[config.mk]
export PLATFORM = sky130hd
export DESIGN_NAME = multicycle_control
export DESIGN_NICKNAME = d
export VERILOG_FILES = /design/src/rtl/cpu_pkg.sv /design/src/rtl/multicycle_control.sv
export SDC_FILE = /design/constraint.sdc
export NUM_CORES = 1
export LEC_CHECK = 0
export CAP_MARGIN = 20
export CORE_MARGIN = 2
export CORE_UTILIZATION = 49
export DETAILED_ROUTE_END_ITERATION = 8
export GPL_TIMING_DRIVEN = 1
export PLACE_DENSITY = 0.79
export SYNTH_ARGS = -nofsm -noshare
export SYNTH_HDL_FRONTEND = slang
export SYNTH_SLANG_ARGS = --single-unit
[constraint.sdc]
create_clock -name clk -period 1.85 [get_ports clk]
set_input_delay 0.37 -clock clk [delete_from_list [all_inputs] [get_ports clk]]
set_output_delay 0.37 -clock clk [all_outputs]
set_load 0.005 [all_outputs]
[src/rtl/cpu_pkg.sv]
// Shared control encodings for the multicycle MIPS datapath.
// Latency: n/a (types, constants and pure decode functions only).
// Backpressure: n/a.
//
// Contents: the 4-bit FSM state encoding, opcode constants, the ALUOp,
// PCSource and ALUSrcB encodings, and the control-word struct together
// with a Moore decode function that maps a state to its control word.
package cpu_pkg;

  typedef enum logic [3:0] {
    S_INIT   = 4'd0,
    S_FETCH  = 4'd1,
    S_DECODE = 4'd2,
    S_MEMADR = 4'd3,
    S_MEMRD  = 4'd4,
    S_MEMWB  = 4'd5,
    S_MEMWR  = 4'd6,
    S_EXEC   = 4'd7,
    S_RWB    = 4'd8,
    S_BRANCH = 4'd9,
    S_JUMP   = 4'd10,
    S_ADDI   = 4'd11,
    S_ADDIWB = 4'd12
  } state_t;

  // Opcode field, instruction bits [31:26]
  localparam logic [5:0] OP_RTYPE = 6'b000000;
  localparam logic [5:0] OP_LW    = 6'b100011;
  localparam logic [5:0] OP_SW    = 6'b101011;
  localparam logic [5:0] OP_BEQ   = 6'b000100;
  localparam logic [5:0] OP_J     = 6'b000010;
  localparam logic [5:0] OP_ADDI  = 6'b001000;

  // ALU operation select handed to the ALU control block
  localparam logic [1:0] ALUOP_ADD   = 2'b00;
  localparam logic [1:0] ALUOP_SUB   = 2'b01;
  localparam logic [1:0] ALUOP_FUNCT = 2'b10;
  localparam logic [1:0] ALUOP_ADDI  = 2'b11;

  // Next-PC mux select
  localparam logic [1:0] PCSRC_ALU    = 2'b00;
  localparam logic [1:0] PCSRC_ALUOUT = 2'b01;
  localparam logic [1:0] PCSRC_JUMP   = 2'b10;

  // ALU B-operand mux select
  localparam logic [1:0] SRCB_REG   = 2'b00;
  localparam logic [1:0] SRCB_FOUR  = 2'b01;
  localparam logic [1:0] SRCB_IMM   = 2'b10;
  localparam logic [1:0] SRCB_IMMSH = 2'b11;

  typedef struct packed {
    logic       pc_write;
    logic       pc_write_cond;
    logic [1:0] pc_source;
    logic       iord;
    logic       mem_read;
    logic       mem_write;
    logic       ir_write;
    logic       mem_to_reg;
    logic       reg_dst;
    logic       reg_write;
    logic       alu_src_a;
    logic [1:0] alu_src_b;
    logic [1:0] alu_op;
  } ctrl_t;

  // States whose exit completes (retires) an instruction
  function automatic logic is_terminal(input state_t s);
    case (s)
      S_MEMWB, S_MEMWR, S_RWB, S_BRANCH, S_JUMP, S_ADDIWB: is_terminal = 1'b1;
      default:                                             is_terminal = 1'b0;
    endcase
  endfunction

  // Moore output decode: control word asserted while in state s
  function automatic ctrl_t decode_ctrl(input state_t s);
    ctrl_t c;
    c = '0;
    case (s)
      S_FETCH: begin
        c.mem_read  = 1'b1;
        c.ir_write  = 1'b1;
        c.alu_src_b = SRCB_FOUR;
        c.alu_op    = ALUOP_ADD;
        c.pc_write  = 1'b1;
        c.pc_source = PCSRC_ALU;
      end
      S_DECODE: begin
        c.alu_src_b = SRCB_IMMSH;
        c.alu_op    = ALUOP_ADD;
      end
      S_MEMADR: begin
        c.alu_src_a = 1'b1;
        c.alu_src_b = SRCB_IMM;
        c.alu_op    = ALUOP_ADD;
      end
      S_MEMRD: begin
        c.mem_read = 1'b1;
        c.iord     = 1'b1;
      end
      S_MEMWB: begin
        c.reg_write  = 1'b1;
        c.mem_to_reg = 1'b1;
      end
      S_MEMWR: begin
        c.mem_write = 1'b1;
        c.iord      = 1'b1;
      end
      S_EXEC: begin
        c.alu_src_a = 1'b1;
        c.alu_src_b = SRCB_REG;
        c.alu_op    = ALUOP_FUNCT;
      end
      S_RWB: begin
        c.reg_write = 1'b1;
        c.reg_dst   = 1'b1;
      end
      S_BRANCH: begin
        c.alu_src_a     = 1'b1;
        c.alu_src_b     = SRCB_REG;
        c.alu_op        = ALUOP_SUB;
        c.pc_write_cond = 1'b1;
        c.pc_source     = PCSRC_ALUOUT;
      end
      S_JUMP: begin
        c.pc_write  = 1'b1;
        c.pc_source = PCSRC_JUMP;
      end
      S_ADDI: begin
        c.alu_src_a = 1'b1;
        c.alu_src_b = SRCB_IMM;
        c.alu_op    = ALUOP_ADDI;
      end
      S_ADDIWB: begin
        c.reg_write = 1'b1;
      end
      default: c = '0;
    endcase
    return c;
  endfunction

endpackage

[src/rtl/multicycle_control.sv]
// Main control FSM for the multicycle MIPS datapath.
// Latency: outputs registered, valid in the same cycle the state is entered; 2-5 cycles per instruction.
// Backpressure: none; the FSM free-runs and never stalls.
//
// Ports:
//   clk, reset (async active-low)   clock and reset
//   Opcode[5:0]                     IR[31:26], looked at only in DECODE and MEMADR
//   PCWrite, PCWriteCond, PCSource  program-counter load and next-PC select
//   IorD, MemRead, MemWrite         memory address select and strobes
//   IRWrite                         instruction register load
//   MemtoReg, RegDst, RegWrite      register-file controls
//   ALUSrcA, ALUSrcB, ALUOp         ALU operand selects and operation
//   IllegalOp                       sticky unsupported-opcode flag
//   Retired[CNT_W-1:0]              retired-instruction count, wraps silently
module multicycle_control
  import cpu_pkg::*;
#(
  parameter int CNT_W = 32
) (
  input  logic             clk,
  input  logic             reset,
  input  logic [5:0]       Opcode,
  output logic             PCWrite,
  output logic             PCWriteCond,
  output logic [1:0]       PCSource,
  output logic             IorD,
  output logic             MemRead,
  output logic             MemWrite,
  output logic             IRWrite,
  output logic             MemtoReg,
  output logic             RegDst,
  output logic             RegWrite,
  output logic             ALUSrcA,
  output logic [1:0]       ALUSrcB,
  output logic [1:0]       ALUOp,
  output logic             IllegalOp,
  output logic [CNT_W-1:0] Retired
);

  localparam logic [CNT_W-1:0] CNT_ONE = {{(CNT_W-1){1'b0}}, 1'b1};

  state_t state_q;
  state_t state_d;
  ctrl_t  ctrl_q;
  logic   illegal_d;

  // Next-state logic; the opcode only steers DECODE and MEMADR
  always_comb begin
    state_d   = S_FETCH;
    illegal_d = 1'b0;
    case (state_q)
      S_INIT:   state_d = S_FETCH;
      S_FETCH:  state_d = S_DECODE;
      S_DECODE: begin
        case (Opcode)
          OP_LW, OP_SW: state_d = S_MEMADR;
          OP_RTYPE:     state_d = S_EXEC;
          OP_BEQ:       state_d = S_BRANCH;
          OP_J:         state_d = S_JUMP;
          OP_ADDI:      state_d = S_ADDI;
          default: begin
            state_d   = S_FETCH;
            illegal_d = 1'b1;
          end
        endcase
      end
      // Only sw diverts to the write path; anything else takes the load path
      S_MEMADR: state_d = (Opcode == OP_SW) ? S_MEMWR : S_MEMRD;
      S_MEMRD:  state_d = S_MEMWB;
      S_EXEC:   state_d = S_RWB;
      S_ADDI:   state_d = S_ADDIWB;
      default:  state_d = S_FETCH;
    endcase
  end

  // State, registered control word, sticky flag and retire counter.
  // The control word is decoded from the next state so it lines up with
  // the state register while remaining a pure function of state.
  always_ff @(posedge clk or negedge reset) begin
    if (!reset) begin
      state_q   <= S_INIT;
      ctrl_q    <= '0;
      IllegalOp <= 1'b0;
      Retired   <= '0;
    end else begin
      state_q <= state_d;
      ctrl_q  <= decode_ctrl(state_d);
      if (illegal_d) begin
        IllegalOp <= 1'b1;
      end
      if (is_terminal(state_q)) begin
        Retired <= Retired + CNT_ONE;
      end
    end
  end

  assign PCWrite     = ctrl_q.pc_write;
  assign PCWriteCond = ctrl_q.pc_write_cond;
  assign PCSource    = ctrl_q.pc_source;
  assign IorD        = ctrl_q.iord;
  assign MemRead     = ctrl_q.mem_read;
  assign MemWrite    = ctrl_q.mem_write;
  assign IRWrite     = ctrl_q.ir_write;
  assign MemtoReg    = ctrl_q.mem_to_reg;
  assign RegDst      = ctrl_q.reg_dst;
  assign RegWrite    = ctrl_q.reg_write;
  assign ALUSrcA     = ctrl_q.alu_src_a;
  assign ALUSrcB     = ctrl_q.alu_src_b;
  assign ALUOp       = ctrl_q.alu_op;

endmodule
==> report_table.html <==
<table>
<tr><th>Metric</th><th>Value</th></tr>
<tr><th colspan="2">Placed design</th></tr>
<tr><td>Number of instances in the placed design</td><td>354</td></tr>
<tr><td>DPL Wire Length</td><td>3400 µm</td></tr>
<tr><td>Final weighted congestion in routability-driven placement</td><td>0.855</td></tr>
<tr><td>Cell area after placement</td><td>between 3000 and 4000 µm²</td></tr>
<tr><td>Quantity of I/O buffers inserted on ports</td><td>56</td></tr>
<tr><th colspan="2">Timing</th></tr>
<tr><td>Setup-violating endpoint count in the final report</td><td>0</td></tr>
<tr><td>Final-report max-slew violation count</td><td>0</td></tr>
<tr><td>Highest attainable clock frequency</td><td>between 500 and 600 MHz</td></tr>
<tr><td>Slew @ Worst Pin</td><td>356 ps</td></tr>
<tr><td>Sum of negative setup slack</td><td>0 ps</td></tr>
<tr><td>Number of hold-slack violations in the final timing report</td><td>0</td></tr>
<tr><td>Worst slew margin</td><td>about three quarters</td></tr>
<tr><td>Time the final worst path needs with I/O delays and setup</td><td>1790 ps</td></tr>
<tr><td>Final Skew</td><td>4.92 ps</td></tr>
<tr><td>Period utilization</td><td>between 90% and 100%</td></tr>
<tr><th colspan="2">Power</th></tr>
<tr><td>Total power per unit cell area</td><td>just under 1000 nW/µm²</td></tr>
<tr><td>Maximum vdd ir drop</td><td>about 0.72 mV</td></tr>
<tr><td>Static power due to leakage</td><td>0.00151 µW</td></tr>
<tr><th colspan="2">Clock tree</th></tr>
<tr><td>CTS H-Tree Depth</td><td>2</td></tr>
<tr><td>Number of sinks handled by clock tree synthesis</td><td>52</td></tr>
<tr><td>Clock root buffer</td><td>sky130_fd_sc_hd__clkbuf_8</td></tr>
<tr><td>Clock-pin slew on the worst setup and hold paths</td><td>roughly 90 ps</td></tr>
<tr><td>Worst-case clock buffer depth</td><td>2</td></tr>
<tr><td>Number of buffers inserted by hold repair at cts</td><td>0</td></tr>
<tr><td>Worst skew pair latency</td><td>about 300 ps</td></tr>
<tr><td>Number of clock buffers inserted by TritonCTS</td><td>5</td></tr>
<tr><td>TritonCTS clock tree</td><td>done</td></tr>
<tr><th colspan="2">Route</th></tr>
<tr><td>Number of detailed-routing iterations run before antenna repair</td><td>4</td></tr>
<tr><td>Routed via count divided by cell count</td><td>approximately 5</td></tr>
<tr><td>Via count</td><td>between 1500 and 2000</td></tr>
<tr><td>Drc violations</td><td>0</td></tr>
<tr><td>Routed WL per cell</td><td>roughly 13 µm</td></tr>
<tr><td>Aggregate routed wire length</td><td>roughly 4700 µm</td></tr>
<tr><td>Initial DRC count</td><td>64</td></tr>
<tr><td>Antenna Violating Nets Remaining</td><td>0</td></tr>
<tr><th colspan="2">Logic synthesis</th></tr>
<tr><td>Most frequent cells after synthesis</td><td>sky130_fd_sc_hd__dfrtp_1 (52), sky130_fd_sc_hd__xnor2_1 (26), sky130_fd_sc_hd__nand2_1 (21)</td></tr>
<tr><td>Synthesized area divided by synthesized cell count</td><td>approximately 11 µm²</td></tr>
<tr><td>Main flop type after synthesis</td><td>sky130_fd_sc_hd__dfrtp_1</td></tr>
<tr><td>Syn. warnings</td><td>0</td></tr>
<tr><td>Fraction of post-synthesis cell area in the top cell type by area</td><td>between 50% and 60%</td></tr>
<tr><td>Most area-hungry cell type in the Yosys netlist</td><td>sky130_fd_sc_hd__dfrtp_1</td></tr>
<tr><td>Library cell with the highest instance count after synthesis</td><td>sky130_fd_sc_hd__dfrtp_1</td></tr>
<tr><td>EDFF count, synth</td><td>0</td></tr>
<tr><td>Area contributors post-synth</td><td>sky130_fd_sc_hd__dfrtp_1 (54%), sky130_fd_sc_hd__xnor2_1 (9.4%), sky130_fd_sc_hd__nand2_1 (3.3%)</td></tr>
<tr><td>Post-Syn Instances</td><td>around 210</td></tr>
<tr><td>Synth Register Bits</td><td>52</td></tr>
<tr><td>Post-synthesis cell type count</td><td>between 40 and 50</td></tr>
<tr><td>Sequential area share after synthesis</td><td>between 50% and 60%</td></tr>
<tr><td>Post-Synthesis Net Count</td><td>approximately 220</td></tr>
<tr><td>Post-synthesis async set-or-reset flop share</td><td>between 90% and 100%</td></tr>
<tr><td>Total standard cell area after synthesis</td><td>~2400 µm²</td></tr>
<tr><th colspan="2">Floorplanning</th></tr>
<tr><td>Die span in y</td><td>74.2 µm</td></tr>
<tr><td>Site Rows</td><td>25</td></tr>
<tr><td>Starting Density</td><td>50.8%</td></tr>
<tr><td>Die span in x</td><td>~74 µm</td></tr>
<tr><td>Die Area</td><td>about 5500 µm²</td></tr>
<tr><td>I/O pin total</td><td>57</td></tr>
<tr><td>Core box area</td><td>4750 µm²</td></tr>
<tr><th colspan="2">Global route</th></tr>
<tr><td>Vias in the first global route</td><td>1755</td></tr>
<tr><td>Maximum number of pins on one net before global-route repair</td><td>between 50 and 60</td></tr>
<tr><td>Global-route wire length before repair</td><td>roughly 8000 µm</td></tr>
<tr><td>Grt ovf</td><td>0</td></tr>
<tr><td>Overall fraction of global-route tracks in use</td><td>between 10% and 20%</td></tr>
<tr><td>Antenna violations before repair</td><td>0</td></tr>
<tr><th colspan="2">Setup path</th></tr>
<tr><td>Required @ worst endpoint</td><td>approximately 2100 ps</td></tr>
<tr><td>CP endpoint kind</td><td>flop</td></tr>
<tr><td>Arrival time at the worst endpoint</td><td>approximately 2000 ps</td></tr>
<tr><td>Register-to-Register Path Depth</td><td>6</td></tr>
<tr><td>Critical-path top delay cell</td><td>sky130_fd_sc_hd__clkdlybuf4s50_1</td></tr>
<tr><td>Crit path kind</td><td>primary input to flop</td></tr>
<tr><td>Series of cell instances along the critical path</td><td>clkdlybuf4s50_1 &gt; and4b_1 &gt; nand4b_1 &gt; a311oi_4 &gt; buf_4 &gt; xnor2_1 &gt; nor3_2</td></tr>
<tr><td>Critical register-to-register path endpoint</td><td>ALUOp[1]</td></tr>
<tr><td>Critical register-to-register path startpoint</td><td>state_q[3]</td></tr>
<tr><td>Register-to-register setup slack</td><td>130 ps</td></tr>
<tr><td>Largest driver fanout on the critical path</td><td>5</td></tr>
<tr><td>Slowest Stage Delay on Critical Path</td><td>430 ps</td></tr>
<tr><td>Sort of element at the start of the critical path</td><td>primary input</td></tr>
<tr><th colspan="2">Flow run</th></tr>
<tr><td>Number of violations of the max-capacitance limit</td><td>0</td></tr>
<tr><th colspan="2">Finish</th></tr>
<tr><td>Non-filler cells in the finished layout</td><td>roughly 360</td></tr>
<tr><td>Cell area after layout</td><td>between 3000 and 4000 µm²</td></tr>
<tr><td>Finished Core Util</td><td>~70%</td></tr>
<tr><td>Area used by multi-input combinational logic</td><td>1060 µm²</td></tr>
<tr><td>Number of nets in the final layout</td><td>305</td></tr>
<tr><td>Fillcell total</td><td>between 300 and 400</td></tr>
<tr><td>Fraction of layout cells with a size suffix above 1</td><td>approximately 17%</td></tr>
<tr><td>Storage element area</td><td>1300 µm²</td></tr>
<tr><td>Antenna diode count</td><td>0</td></tr>
<tr><td>Layout-stage area growth over the synthesis result</td><td>37.6%</td></tr>
<tr><th colspan="2">Outcome</th></tr>
<tr><td>Run status</td><td>complete, no violations</td></tr>
<tr><th colspan="2">Worst hold path</th></tr>
<tr><td>Hold Path Class</td><td>primary input to asynchronous set/reset pin</td></tr>
</table>
==> worst max-delay path, delay by kind of cell <==
kind,cells,cell delay [ps]
buffers and inverters,2,620
xor gates and xnor gates,1,140
and+or+nand+nor,3,460
AOI/OAI and AO/OA,1,400
==> final cells by class <==
type | instances | area share (%)
sequential | 52 | 39.2
clock inverter | 2 | 0.376
inverter | 6 | 0.677
clock buffer | 5 | 2.07
multi-input combinational | 150 | 31.9
tap | 67 | 2.52
timing repair buffer | 81 | 23.3
==> power breakdown <==
part	internal (µW)	total, µW	switching, µW
Sequential	1310	1450	143
Combinational	635	1190	556
Clock	257	608	352
==> what timing repair did <==
item | in CTS | in global routing
gates resized for setup | 0 | 8
setup endpoints to repair | 0 | 12
buffers inserted | 0 | 2
==> placed cells by master, fill, tap and decap left out, drive strengths merged, types with 2 or more instances in the layout <==
cell type,count
and3,5
xnor2,26
a21oi,3
nor4,4
o21a,2
and4,5
nor2,14
o21ai,2
and4b,2
nor3,10
clkdlybuf4s50,52
nand2b,2
dlymetal6s2s,3
xor2,9
nand4,9
inv,6
o21bai,2
and2,2
nand2,21
nand3,16
dfrtp,52
clkbuf,5
buf,26
==> flip-flops by register name, indices dropped and copies added, names as in the netlist, 2 cells and up <==
register	flops
Retired	32
state_q	4
ALUOp	2
ALUSrcB	2
==> per-layer routing <==
metal	track usage [%]	vias to the layer above	wire length, µm
li1	-	908	-
met3	4.20	6	173
met5	0	-	0
met4	6.15	0	51
met1	25.9	900	2170
met2	29.7	39	2320
==> stage by stage <==
| step | total power, µW | worst slack [ps] | hold slack, ps |
|---|---|---|---|
| 2_1_floorplan | 2110 | 170 | 74.4 |
| 6_report | 3250 | 57.8 | 45.0 |
| 5_1_grt | 3470 | -31.9 | 50.1 |
| 4_1_cts | 3270 | 18.1 | 43.5 |
| 3_3_place_gp | 2620 | -246 | 378 |
| 3_5_place_dp | 2650 | -300 | 380 |
==> logic make-up after synthesis <==
kind of cell / count (synthesis) / share of synthesized area (%)
simple gates: 95 / 22.7
flops: 52 / 53.9
xor+xnor: 35 / 12.7
compound gates: 19 / 7.46
buf+inv: 11 / 2.80
fa+ha+maj: 1 / 0.518
==> worst max path at each step <==
stage,from,end,depth (start not counted)
after floorplan,state_q[3],Retired[26],6
after global placement,Opcode[1],PCWrite,6
after detailed placement,Opcode[1],PCWrite,6
after CTS,Opcode[1],PCWrite,6
after global routing,Opcode[4],ALUSrcB[0],7
final,Opcode[4],ALUSrcB[0],7
No activity file was read; power rests on OpenSTA's default activity.
